File: src/rtl/uart_rx.sv
// ----------------------------------------------------------------------------
// uart_rx : 8N1 UART receiver (LSB first), centre-sampled, no oversampling.
//
// The baud constant is shared with the matching UART transmitter so that a
// Tx/Rx pair built from the same CLKS_PER_BIT value interoperates.
//
// Parameters
//   CLKS_PER_BIT : system clocks per bit (>= 4), 1042 = 10 MHz / 9600 baud
//   DATA_BITS    : data bits per frame, 5..8
//
// Ports
//   clk        in   system clock, all logic on the rising edge
//   rst_       in   asynchronous active-high reset
//   rxd        in   serial line, asynchronous to clk, idle high
//   dout       out  received byte, first data bit in bit 0, unused MSBs 0
//   dout_valid out  dout holds an unconsumed byte
//   dout_ready in   consumer accepts dout when dout_valid & dout_ready
//   busy       out  a frame is in progress (state != IDLE)
//   frame_err  out  one-cycle pulse, stop bit sampled low
//   overrun    out  one-cycle pulse, unconsumed byte was overwritten
// ----------------------------------------------------------------------------
module uart_rx #(
    parameter int CLKS_PER_BIT = 1042,
    parameter int DATA_BITS    = 8
) (
    input  logic       clk,
    input  logic       rst_,
    input  logic       rxd,
    output logic [7:0] dout,
    output logic       dout_valid,
    input  logic       dout_ready,
    output logic       busy,
    output logic       frame_err,
    output logic       overrun
);

    localparam int CW   = $clog2(CLKS_PER_BIT);
    localparam int HALF = CLKS_PER_BIT / 2;

    localparam logic [CW-1:0] C_HALF_M1  = CW'(HALF - 1);
    localparam logic [CW-1:0] C_BIT_M1   = CW'(CLKS_PER_BIT - 1);
    localparam logic [2:0]    C_LAST_BIT = 3'(DATA_BITS - 1);

    typedef enum logic [2:0] {
        S_IDLE      = 3'd0,
        S_START     = 3'd1,
        S_DATA      = 3'd2,
        S_STOP      = 3'd3,
        S_WAIT_HIGH = 3'd4
    } state_t;

    // Registers
    logic                 r_sync1;
    logic                 r_sync2;
    state_t               r_state;
    logic [CW-1:0]        r_baud_cnt;
    logic [2:0]           r_bit_cnt;
    logic [DATA_BITS-1:0] r_shift;
    logic [7:0]           r_dout;
    logic                 r_dout_valid;
    logic                 r_busy;
    logic                 r_frame_err;
    logic                 r_overrun;

    // Next-state wires
    logic                 w_rx_s;
    state_t               w_state_nxt;
    logic [CW-1:0]        w_baud_nxt;
    logic [2:0]           w_bit_nxt;
    logic [DATA_BITS-1:0] w_shift_nxt;
    logic                 w_commit;
    logic                 w_ferr;
    logic [7:0]           w_dout_nxt;
    logic                 w_valid_nxt;
    logic                 w_overrun_nxt;

    assign w_rx_s = r_sync2;

    // Two-flop synchronizer on the asynchronous serial line; idles high.
    always_ff @(posedge clk or posedge rst_) begin
        if (rst_) begin
            r_sync1 <= 1'b1;
            r_sync2 <= 1'b1;
        end else begin
            r_sync1 <= rxd;
            r_sync2 <= r_sync1;
        end
    end

    // Frame state register, counters, shift register and output register.
    always_ff @(posedge clk or posedge rst_) begin
        if (rst_) begin
            r_state      <= S_IDLE;
            r_baud_cnt   <= '0;
            r_bit_cnt    <= 3'd0;
            r_shift      <= '0;
            r_dout       <= 8'h00;
            r_dout_valid <= 1'b0;
            r_busy       <= 1'b0;
            r_frame_err  <= 1'b0;
            r_overrun    <= 1'b0;
        end else begin
            r_state      <= w_state_nxt;
            r_baud_cnt   <= w_baud_nxt;
            r_bit_cnt    <= w_bit_nxt;
            r_shift      <= w_shift_nxt;
            r_dout       <= w_dout_nxt;
            r_dout_valid <= w_valid_nxt;
            r_busy       <= (w_state_nxt != S_IDLE);
            r_frame_err  <= w_ferr;
            r_overrun    <= w_overrun_nxt;
        end
    end

    // Frame sequencing: start validation, centre sampling of data and stop bits.
    always_comb begin
        w_state_nxt = r_state;
        w_baud_nxt  = r_baud_cnt;
        w_bit_nxt   = r_bit_cnt;
        w_shift_nxt = r_shift;
        w_commit    = 1'b0;
        w_ferr      = 1'b0;
        case (r_state)
            S_IDLE: begin
                w_baud_nxt = '0;
                if (!w_rx_s) begin
                    w_state_nxt = S_START;
                end else begin
                    w_state_nxt = S_IDLE;
                end
            end
            S_START: begin
                // Re-check the line half a bit in: a high level means a glitch.
                if (r_baud_cnt == C_HALF_M1) begin
                    w_baud_nxt = '0;
                    if (!w_rx_s) begin
                        w_state_nxt = S_DATA;
                        w_bit_nxt   = 3'd0;
                    end else begin
                        w_state_nxt = S_IDLE;
                    end
                end else begin
                    w_baud_nxt = r_baud_cnt + 1'b1;
                end
            end
            S_DATA: begin
                if (r_baud_cnt == C_BIT_M1) begin
                    w_baud_nxt = '0;
                    // Shift in from the MSB side so the first bit lands in bit 0.
                    w_shift_nxt = {w_rx_s, r_shift[DATA_BITS-1:1]};
                    if (r_bit_cnt == C_LAST_BIT) begin
                        w_state_nxt = S_STOP;
                    end else begin
                        w_bit_nxt = r_bit_cnt + 3'd1;
                    end
                end else begin
                    w_baud_nxt = r_baud_cnt + 1'b1;
                end
            end
            S_STOP: begin
                if (r_baud_cnt == C_BIT_M1) begin
                    w_baud_nxt = '0;
                    if (w_rx_s) begin
                        w_commit    = 1'b1;
                        w_state_nxt = S_IDLE;
                    end else begin
                        w_ferr      = 1'b1;
                        w_state_nxt = S_WAIT_HIGH;
                    end
                end else begin
                    w_baud_nxt = r_baud_cnt + 1'b1;
                end
            end
            S_WAIT_HIGH: begin
                // Park on a break until the line returns to idle.
                w_baud_nxt = '0;
                if (w_rx_s) begin
                    w_state_nxt = S_IDLE;
                end else begin
                    w_state_nxt = S_WAIT_HIGH;
                end
            end
            default: begin
                w_state_nxt = S_IDLE;
                w_baud_nxt  = '0;
            end
        endcase
    end

    // One-entry output register: a commit always wins over a consume.
    always_comb begin
        w_dout_nxt    = r_dout;
        w_valid_nxt   = r_dout_valid;
        w_overrun_nxt = 1'b0;
        if (w_commit) begin
            w_dout_nxt    = 8'(r_shift);
            w_valid_nxt   = 1'b1;
            w_overrun_nxt = r_dout_valid & ~dout_ready;
        end else if (r_dout_valid && dout_ready) begin
            w_valid_nxt = 1'b0;
        end else begin
            w_valid_nxt = r_dout_valid;
        end
    end

    assign dout       = r_dout;
    assign dout_valid = r_dout_valid;
    assign busy       = r_busy;
    assign frame_err  = r_frame_err;
    assign overrun    = r_overrun;

endmodule

File: config.mk
export PLATFORM = sky130hd
export DESIGN_NAME = uart_rx
export DESIGN_NICKNAME = d
export VERILOG_FILES = /design/src/rtl/uart_rx.sv
export SDC_FILE = /design/constraint.sdc
export NUM_CORES = 1
export LEC_CHECK = 0
export ABC_AREA = 0
export CAP_MARGIN = 20
export CORE_MARGIN = 4
export CORE_UTILIZATION = 37
export DETAILED_ROUTE_END_ITERATION = 8
export GPL_ROUTABILITY_DRIVEN = 1
export MAX_ROUTING_LAYER = met4
export PLACE_DENSITY = 0.61
export SETUP_SLACK_MARGIN = 0.15
export SLEW_MARGIN = 40
export SYNTH_ARGS = -nofsm -noshare
export SYNTH_HDL_FRONTEND = slang
export SYNTH_SLANG_ARGS = --single-unit
File: constraint.sdc
create_clock -name clk -period 2.95 [get_ports clk]
set_input_delay 0.59 -clock clk [delete_from_list [all_inputs] [get_ports clk]]
set_output_delay 0.59 -clock clk [all_outputs]
set_load 0.02 [all_outputs]
Word level (Yosys, flattened, before mapping)
Cells that the tools add are included.
Cells by class
  bitwise gates (word level): 2
  eq/ne operators: 11
  reduce and logical (&&, ||, !) cells: 8
  add/sub/neg operators: 2
  mux-type cells: 25
Operator list (count)
  $mux 3: 9
  $mux 11: 2
  $pmux 11 s2: 1
  $pmux 3 s5: 1
  $add 11x1->11 const B: 1
  $eq 11x10->1 const B: 1
  $eq 11x11->1 const B: 1
  $mux 1: 10
  $ne 2x2->1 const B: 4
  $eq 3x2->1 const B: 2
  $eq 3x3->1 const B: 2
  $pmux 3 s2: 1
  $reduce_and 5->1: 1
  $reduce_bool 2->1: 2
  $add 3x1->3 const B: 1
  $eq 3x1->1 const B: 1
  $logic_not 3->1: 1
  $reduce_bool 3->1: 1
  $mux 2: 1
  $reduce_and 2->1: 1
  $reduce_or 2->1: 1
  $and 1x1->1: 1
  $logic_and 1x1->1: 1
  $not 1->1: 1
Storage, ports and cells
  register bits after elaboration: 39
  logic and storage cells: 59

Logic depth before layout (Yosys ltp)
Gate-level depths: netlist of the first run.
  word-level depth: 5
  depth in mapped cells: 7

Worst setup path before layout of the first run
Ideal clock, no wire load.
  path kind: reg-to-reg
  from: reg r_baud_cnt[6]
  to: reg r_dout[0], in the netlist dout[0]
  slack: 1183 ps
  library setup time: 125 ps
  arrival: 1643 ps
  stages on the path, launching flop included: 6
  clock period less this slack: 1767 ps
  path through: dfrtp_1 -> nor4_2 -> and4b_1 -> and3b_1 -> buf_4 -> mux2_2
Between the ends
  longest elaborated chain between the ends: 3
RTL lines
  start: declaration: line 56  | logic [CW-1:0] r_baud_cnt;
  start signal: assignment: line 104  | r_baud_cnt <= w_baud_nxt;
  $eq 11x11->1: line 161  | if (r_baud_cnt == C_BIT_M1) begin
  $mux 1: line 161
  $mux 1: line 123  | case (r_state)
  end signal: assignment: line 107  | r_dout <= w_dout_nxt;
  end: declaration: line 59  | logic [7:0] r_dout;
Every way passes these cells.
A chain may end at the register's enable or synchronous reset.

Worst setup path in the final report of the first run
  from: reg r_baud_cnt[6]
  to: reg r_dout[5], in the netlist dout[5]
The elaborated chain is that of the path after synthesis.

==> impl_metrics.py, run 1 <==
metrics = {
    "timing": {
        "maxSlewViolCount": 0,
        "finalSetupViolCount": 0,
        "slew_headroom": 0.6781,
        "period_needed_ps": 2051,
        "rsz0062_at_grt": "false",
        "tns_ps": 0,
        "hold_slack_ps": 357.3,
        "hold_viol": 0,
        "setup_ws_ps": 899.5,
        "finalCritPeriodShare": 0.6951,
        "max_freq_ghz": 0.4877,
        "max_slew.worst_pin.slew_ps": 482.9,
        "fin_skew_ps": 10.46,
    },
    "routing": {
        "wire_per_inst_um": 12.47,
        "first_pass_iters": 4,
        "drtAntennaViolNets": 0,
        "routed_wl_um": 3241,
        "drc": 0,
        "drtIter0Drc": 77,
        "num_vias": 1273,
        "vias_per_cell": 4.896,
    },
    "logic_synthesis": {
        "yosysTopAreaCellShare": 0.5089,
        "syn_area_sq_um": 1819,
        "synthFlopType": "dfrtp_1",
        "synth.area.top_cells": "dfrtp_1 (51%), nand2_1 (6.6%), mux2_2 (5.6%)",
        "syn_inst": 175,
        "seq_area_frac_synth": 0.5378,
        "ys_types": 36,
        "synth_seq_cells": 39,
        "syn_avg_cell_area_sq_um": 10.40,
        "synthArstFlopShare": 1.000,
        "yosysWarnings": 0,
        "synth_edf_count": 0,
        "syn_nets": 184,
        "synth_top_area_cell": "dfrtp_1",
        "synth.most_common_cell": "dfrtp_1",
        "ys_top_cells_by_count": "dfrtp_1 (37), nand2_1 (32), nor2_1 (17)",
    },
    "floorplan": {
        "start_util": 0.3826,
        "dieArea_sq_um": 6103,
        "io_pins": 16,
        "coreArea_sq_um": 4755,
        "chipHeight_um": 78.12,
        "rows": 25,
        "die_w_um": 78.12,
    },
    "cts": {
        "clk_latency_ps": 290,
        "clockBufferDepth": 2,
        "clkSlewWorstSetupHoldPaths_ps": 80,
        "cts_buffers": 5,
        "postCtsSetupBuffers": 0,
        "h-tree-depth": 2,
        "cts_tree": "done",
        "cts_resized": 0,
        "clock-root-buffer": "clkbuf_8",
        "cts.sinks": 39,
        "cts_hold_buf": 0,
    },
    "power_and_ir_drop": {
        "power.leakage_nw": 0.9582,
        "power_switching_mw": 0.2063,
        "pwr-share-comb": 0.019,
        "internal-power_mw": 0.7066,
        "pwr-share-seq": 0.589,
        "irDropWorstVdd_mv": 0.2937,
        "p_sw_frac": 0.2260,
        "powerDensity_nw_per_um2": 430.9,
        "pwr-share-clk": 0.392,
    },
    "place": {
        "dp.cells": 252,
        "gp_congestion": 0.8272,
        "dpl.hpwl_um": 2238,
        "pre_cts_slack_ps": 882.9,
        "io_buffer_count": 15,
    },
    "setup_path": {
        "rr_worst_depth": 4,
        "cp_max_fo": 8,
        "cp-start-kind": "flop",
        "crit_type": "flop to flop",
        "cp-end-kind": "flop",
        "crit_arrival_ps": 2220,
        "required_ps": 3120,
    },
    "layout": {
        "area_delta_synth_final_pct": 16.44,
        "final_nets": 201,
        "diodes": 0,
        "instances_no_fill": 260,
        "drive_gt1_frac": 0.1244,
        "fill_cells": 462,
        "utilization": 0.4455,
    },
    "global_routing": {
        "grt_max_degree": 40,
        "grt_overflow_total": 0,
        "grt_antenna_before_repair": 0,
        "grt_pass1_wl_um": 5651,
        "grt_pass1_vias": 1212,
        "grt_util_all_layers": 0.1215,
    },
    "outcome": {
        "status": "finished clean",
    },
    "run": {
        "drv_cap": 0,
    },
    "min_path": {
        "hold_path_depth": 0,
        "min_path_type": "flop to flop",
    },
}
-- flip-flops by register name (all words and copies together) (netlist names) --
signal and flops:
r_sync2 1, dout_valid 1, dout 8, busy 1
r_sync1 1, overrun 1, r_baud_cnt 11, r_bit_cnt 3
r_shift 8, r_state 3, frame_err 1
-- power groups by stage --
stage	Sequential, mW	Combinational [mW]	Clock (mW)
floorplan	0.548	0.00984	0
global route	0.538	0.0206	0.397
finish	0.538	0.0173	0.357
CTS	0.538	0.0186	0.371
detailed placement	0.549	0.0185	0
global placement	0.549	0.0183	0
-- layout by cell type, fill, tap and decap left out, types with 3 or more instances in the layout --
cell type and count:
a21oi_1 4, clkbuf_8 5, clkdlybuf4s50_1 15, dfrtp_1 37, ha_1 5, inv_1 9
mux2_2 9, nand2_1 32, nand3_1 6, nand4b_1 3, nor2_1 17, nor3_1 4
nor4_1 3, o21ai_0 3, xnor2_1 7
-- routing by layer --
layer,GRT usage,vias to the layer above,part of all wire,wire length (um)
met5,-,-,0,0
met4,0.03671,0,0.011,36
met3,0.04817,4,0.034,111
met2,0.1781,20,0.45,1467
met1,0.1555,624,0.50,1625
li1,-,625,-,-
-- final cells by class --
cell class	count	area, sq um	share of cell area
multi-input combinational	121	775.7	0.3662
sequential	39	978.4	0.4619
tap	67	83.83	0.03957
clock buffer	5	68.82	0.03249
timing repair buffer	16	157.7	0.07442
inverter	9	33.78	0.01595
clock inverter	3	20.02	0.009451
-- worst max-delay path, cell delays in order, from the launching register on --
cell and delay, ps:
dfrtp_1 440, nor4_2 410, and4b_1 290, and3b_1 410
mux2_2 380
-- cells by family (layout without fill, tap and decap cells) --
family / count (synthesis) / after routing / synth area share
DFF: 39 / 39 / 0.5378
AOI/OAI and AO/OA: 13 / 13 / 0.04952
xor gates and xnor gates: 9 / 9 / 0.04333
muxes: 9 / 9 / 0.05571
adders and majority gates: 5 / 5 / 0.03439
and+or+nand+nor: 85 / 85 / 0.2435
buffers and inverters: 15 / 33 / 0.03576
-- per-stage QoR --
| step | total power, mW | instance area [sq um] |
|---|---|---|
| floorplan | 0.5580 | 1819 |
| global placement | 0.5669 | 2029 |
| detailed placement | 0.5670 | 2029 |
| CTS | 0.9277 | 2118 |
| global route | 0.9557 | 2118 |
| finish | 0.9129 | 2118 |
-- final timing paths --
kind	startpoint	endpoint	slack (ps)
max in group asynchronous	rst_	r_sync1$_DFF_PP1_	1880
worst max register to register	r_baud_cnt[6]$_DFF_PP0_	dout[5]$_DFFE_PP0P_	900
worst min register to register	r_sync1$_DFF_PP1_	r_sync2$_DFF_PP1_	360
worst max-delay path	r_baud_cnt[6]$_DFF_PP0_	dout[5]$_DFFE_PP0P_	900
worst min-delay path	r_sync1$_DFF_PP1_	r_sync2$_DFF_PP1_	360
min in group asynchronous	rst_	r_baud_cnt[4]$_DFF_PP0_	710
Power figures use the tool's default switching activity.
==> run 2, diff against run 1 <==
clock period = 1.93 ns   (was 2.95 ns; I/O delays follow)
==> impl_metrics.py, run 2 (synthesis results as in run 1) <==
metrics = {
    "outcome": {
        "status": "finished clean",
    },
    "timing": {
        "period_needed_ps": 1792,
        "finalSetupViolCount": 0,
        "max_freq_ghz": 0.5581,
        "tns_ps": 0,
        "fin_skew_ps": 11.63,
        "slew_headroom": 0.7699,
        "rsz0062_at_grt": "true",
        "hold_viol": 0,
        "maxSlewViolCount": 0,
        "hold_slack_ps": 363.8,
        "max_slew.worst_pin.slew_ps": 340.5,
        "finalCritPeriodShare": 0.9285,
    },
    "place": {
        "placed_area_sq_um": 2180,
        "io_buffer_count": 15,
        "dpl.hpwl_um": 2603,
        "gp_congestion": 0.8162,
    },
    "cts": {
        "clock-root-buffer": "clkbuf_8",
        "h-tree-depth": 2,
        "cts_buffers": 5,
        "clkSlewWorstSetupHoldPaths_ps": 70,
        "clk_latency_ps": 290,
        "cts.sinks": 39,
        "cts_tree": "done",
        "clockBufferDepth": 2,
        "cts_hold_buf": 0,
    },
    "global_routing": {
        "grt_antenna_before_repair": 0,
        "grt_pass1_wl_um": 6299,
        "grt_max_degree": 40,
        "grt_pass1_vias": 1350,
        "grt_overflow_total": 0,
        "grt_util_all_layers": 0.1338,
    },
    "routing": {
        "drc": 0,
        "wire_per_inst_um": 13.13,
        "drtIter0Drc": 119,
        "num_vias": 1341,
        "drtAntennaViolNets": 0,
        "vias_per_cell": 4.772,
        "routed_wl_um": 3690,
        "first_pass_iters": 4,
    },
    "power_and_ir_drop": {
        "power.leakage_nw": 1.082,
        "irDropWorstVdd_mv": 0.4273,
        "power_mw": 1.386,
        "powerDensity_nw_per_um2": 586.2,
    },
    "floorplan": {
        "coreArea_sq_um": 4755,
        "chipHeight_um": 78.12,
        "die_w_um": 78.12,
        "dieArea_sq_um": 6103,
        "rows": 25,
        "start_util": 0.3826,
        "io_pins": 16,
    },
    "setup_path": {
        "cp_max_fo": 11,
        "r2r-end": "r_baud_cnt[2]$_DFF_PP0_",
        "r2r_start": "r_baud_cnt[6]$_DFF_PP0_",
        "cp-end-kind": "flop",
        "r2r_slack_ps": 140,
        "crit_arrival_ps": 1960,
        "cp-start-kind": "flop",
        "rr_worst_depth": 5,
        "crit_type": "flop to flop",
        "required_ps": 2100,
    },
    "layout": {
        "largest_reg_flops": 11,
        "design_area_sq_um": 2365,
        "diodes": 0,
        "layout_common_cells": "dfrtp_1 (37), nand2_1 (32), buf_4 (19)",
        "area_delta_synth_final_pct": 29.99,
        "final_common_cell": "dfrtp_1",
        "final_nets": 222,
        "top_register": "r_baud_cnt",
        "drive_gt1_frac": 0.2290,
    },
    "min_path": {
        "min_path_type": "flop to flop",
        "whs_endpoint": "r_sync2$_DFF_PP1_",
        "hold_path_depth": 0,
        "worstHoldStart": "r_sync1$_DFF_PP1_",
    },
    "run": {
        "drv_cap": 0,
    },
}
==> run 2: stage by stage <==
stage | utilization | cells | setup slack (ps)
global route | 0.4974 | 281 | 28.61
global placement | 0.4584 | 267 | 101.7
floorplan | - | 175 | 162.6
finish | 0.4974 | 281 | 138.1
CTS | 0.4882 | 280 | 120.3
detailed placement | 0.4584 | 267 | 63.91
==> run 2: repair_timing <==
action                     4_1_cts  5_1_grt
gates resized for setup          5        9
pin swaps                        1        4
setup endpoints to repair       20       33
setup buffers                    5        1
==> run 2: metal layers <==
| layer | routed length (um) | share of wire | global-route usage | vias to the layer above |
|---|---|---|---|---|
| met5 | 0 | 0 | - | - |
| met2 | 1807 | 0.49 | 0.2098 | 24 |
| met1 | 1697 | 0.46 | 0.1700 | 639 |
| met3 | 150 | 0.041 | 0.03555 | 4 |
| li1 | - | - | - | 674 |
| met4 | 34 | 0.0092 | 0.04196 | 0 |
==> run 2: worst max path at each step <==
stage / startpoint / endpoint / cells past startpoint
3_3_place_gp: r_baud_cnt[6]$_DFF_PP0_ / r_baud_cnt[2]$_DFF_PP0_ / 5
4_1_cts: r_baud_cnt[6]$_DFF_PP0_ / r_baud_cnt[2]$_DFF_PP0_ / 5
3_5_place_dp: r_baud_cnt[1]$_DFF_PP0_ / dout[4]$_DFFE_PP0P_ / 7
2_1_floorplan: r_baud_cnt[6]$_DFF_PP0_ / dout[0]$_DFFE_PP0P_ / 5
6_report: r_baud_cnt[6]$_DFF_PP0_ / r_baud_cnt[2]$_DFF_PP0_ / 5
5_1_grt: r_baud_cnt[0]$_DFF_PP0_ / r_baud_cnt[2]$_DFF_PP0_ / 8
==> run 2: power by group <==
part / internal [mW] / switching [mW] / leakage (nW)
clock: 0.253 / 0.281 / 0.0412
combinational: 0.0112 / 0.0186 / 0.523
sequential: 0.820 / 0.00243 / 0.518
total: 1.08 / 0.302 / 1.08
==> run 2: layout make-up <==
type                            count  area (sq um)
Fill cell                         460          2390
Inverter                            9         33.78
Clock inverter                      2         12.51
Tap cell                           67         83.83
Sequential cell                    39         978.4
Clock buffer                        6         72.57
Timing Repair Buffer               37         352.8
Multi-Input combinational cell    121         830.8
==> run 2: critical path, cell delays in order, from the launching register on <==
cell	delay, ps
dfrtp_1	410
or4_4	570
o41ai_2	280
a221o_1	240
buf_12	140
nor2_1	50
==> run 3, diff against run 2 <==
CTS_CLUSTER_DIAMETER = 120   (was not set)
==> results of run 3 <==
The final DEF is identical to that of run 2; final timing and power are the same.
==> variant (settings of run 3) <==
Set the parameter `DATA_BITS` to 6 (it was 8). Comments in the files are not updated.
--- a/src/rtl/uart_rx.sv
+++ b/src/rtl/uart_rx.sv
@@ -23,3 +23,3 @@
     parameter int CLKS_PER_BIT = 1042,
-    parameter int DATA_BITS    = 8
+    parameter int DATA_BITS    = 6
 ) (
Formal check against the unedited RTL: no difference found for any inputs over 10 cycles, from zero or initial values and one cycle with rst_ high; that may be too few to reach the edited logic, so the function may still have changed.
==> variant against run 3 <==
Count of clock-buffer cells in the layout is 1 lower; total power down 8.4%; design area down 13%; sequential cell count shrank 4; area after synthesis decreased by 8.7%; wire length shrank 22%; setup slack better by 42 ps; via count shrank 17%; largest cell class unchanged.
==> variant: results (changes against run 3) <==
metric,value,unit,change
seq_area_frac_synth,52.90,%,-0.88 points
ir_drop,0.2248,mV,-47%
switchingPower,0.2780,mW,-7.9%
buffers,25,,-32%
outcome,"complete, no violations",,
slowest_stage,dfrtp_2,,
avgViaCountPerCell,4.877,,+2.2%
layout-drive-gt1-share,29.55,%,+6.6 points
post-route-util,47.39,%,-2.4 points
multi_input_area_share,37.90,%,+2.8 points
synth_xor_area_share,5.275,%,+0.94 points
hpwlAfterDp,2.014,mm,-23%
clockPowerShare,39.7,%,+1.2 points
yosys.area_share.adder,3.768,%,+0.33 points
power.density,615.4,mW/mm2,+5.0%
worst-path-max-fanout,5,,-6
fill_cells,391,,-15%
finClkSkew,3.640,ps,-7.991 ps
postPlaceCellArea,0.001846,mm2,-15%
io_buffers,13,,-2
nMultiInputCombCells,100,,-17%
grtUsageTotal,12.01,%,-1.4 points
grt_pass1_vias,1120,,-17%
place_inst,211,,-21%
gp_congestion,0.8090,,-0.88%
synth_common_cells,"dfrtp_1 (33), nor2_1 (18), nand2_1 (9)",,
grtUsageMet2,20.60,%,-0.38 points
synth.area.mux_share,8.742,%,+3.2 points
-- variant: changes by cell type in the layout (fill, tap and decap cells not counted), sizes merged, moves of 3 or more --
cell | run 3 | this run
nand2 | 32 | 9
xor2 | 2 | 5
buf | 22 | 12
nand4b | 3 | 0
a21oi | 4 | 1
mux2 | 9 | 12
dfrtp | 37 | 33
-- variant: final timing paths --
kind / startpoint / endpoint / slack (ps)
worst min register to register: r_sync1 / r_sync2 / 360
worst max register to register: r_baud_cnt[6] / busy / 180
worst max-delay path: r_baud_cnt[6] / busy / 180
worst min-delay path: r_sync1 / r_sync2 / 360
min in group asynchronous: rst_ / r_shift[4] / 490
max in group asynchronous: rst_ / r_sync2 / 1110
-- variant: what timing repair did --
action | CTS | global route
cloned | 0 | 0
setup endpoints to repair | 8 | 20
endpoints found under the hold margin | 0 | 0
setup buffers | 7 | 2
gates resized for setup | 6 | 13
pin swaps | 1 | 1
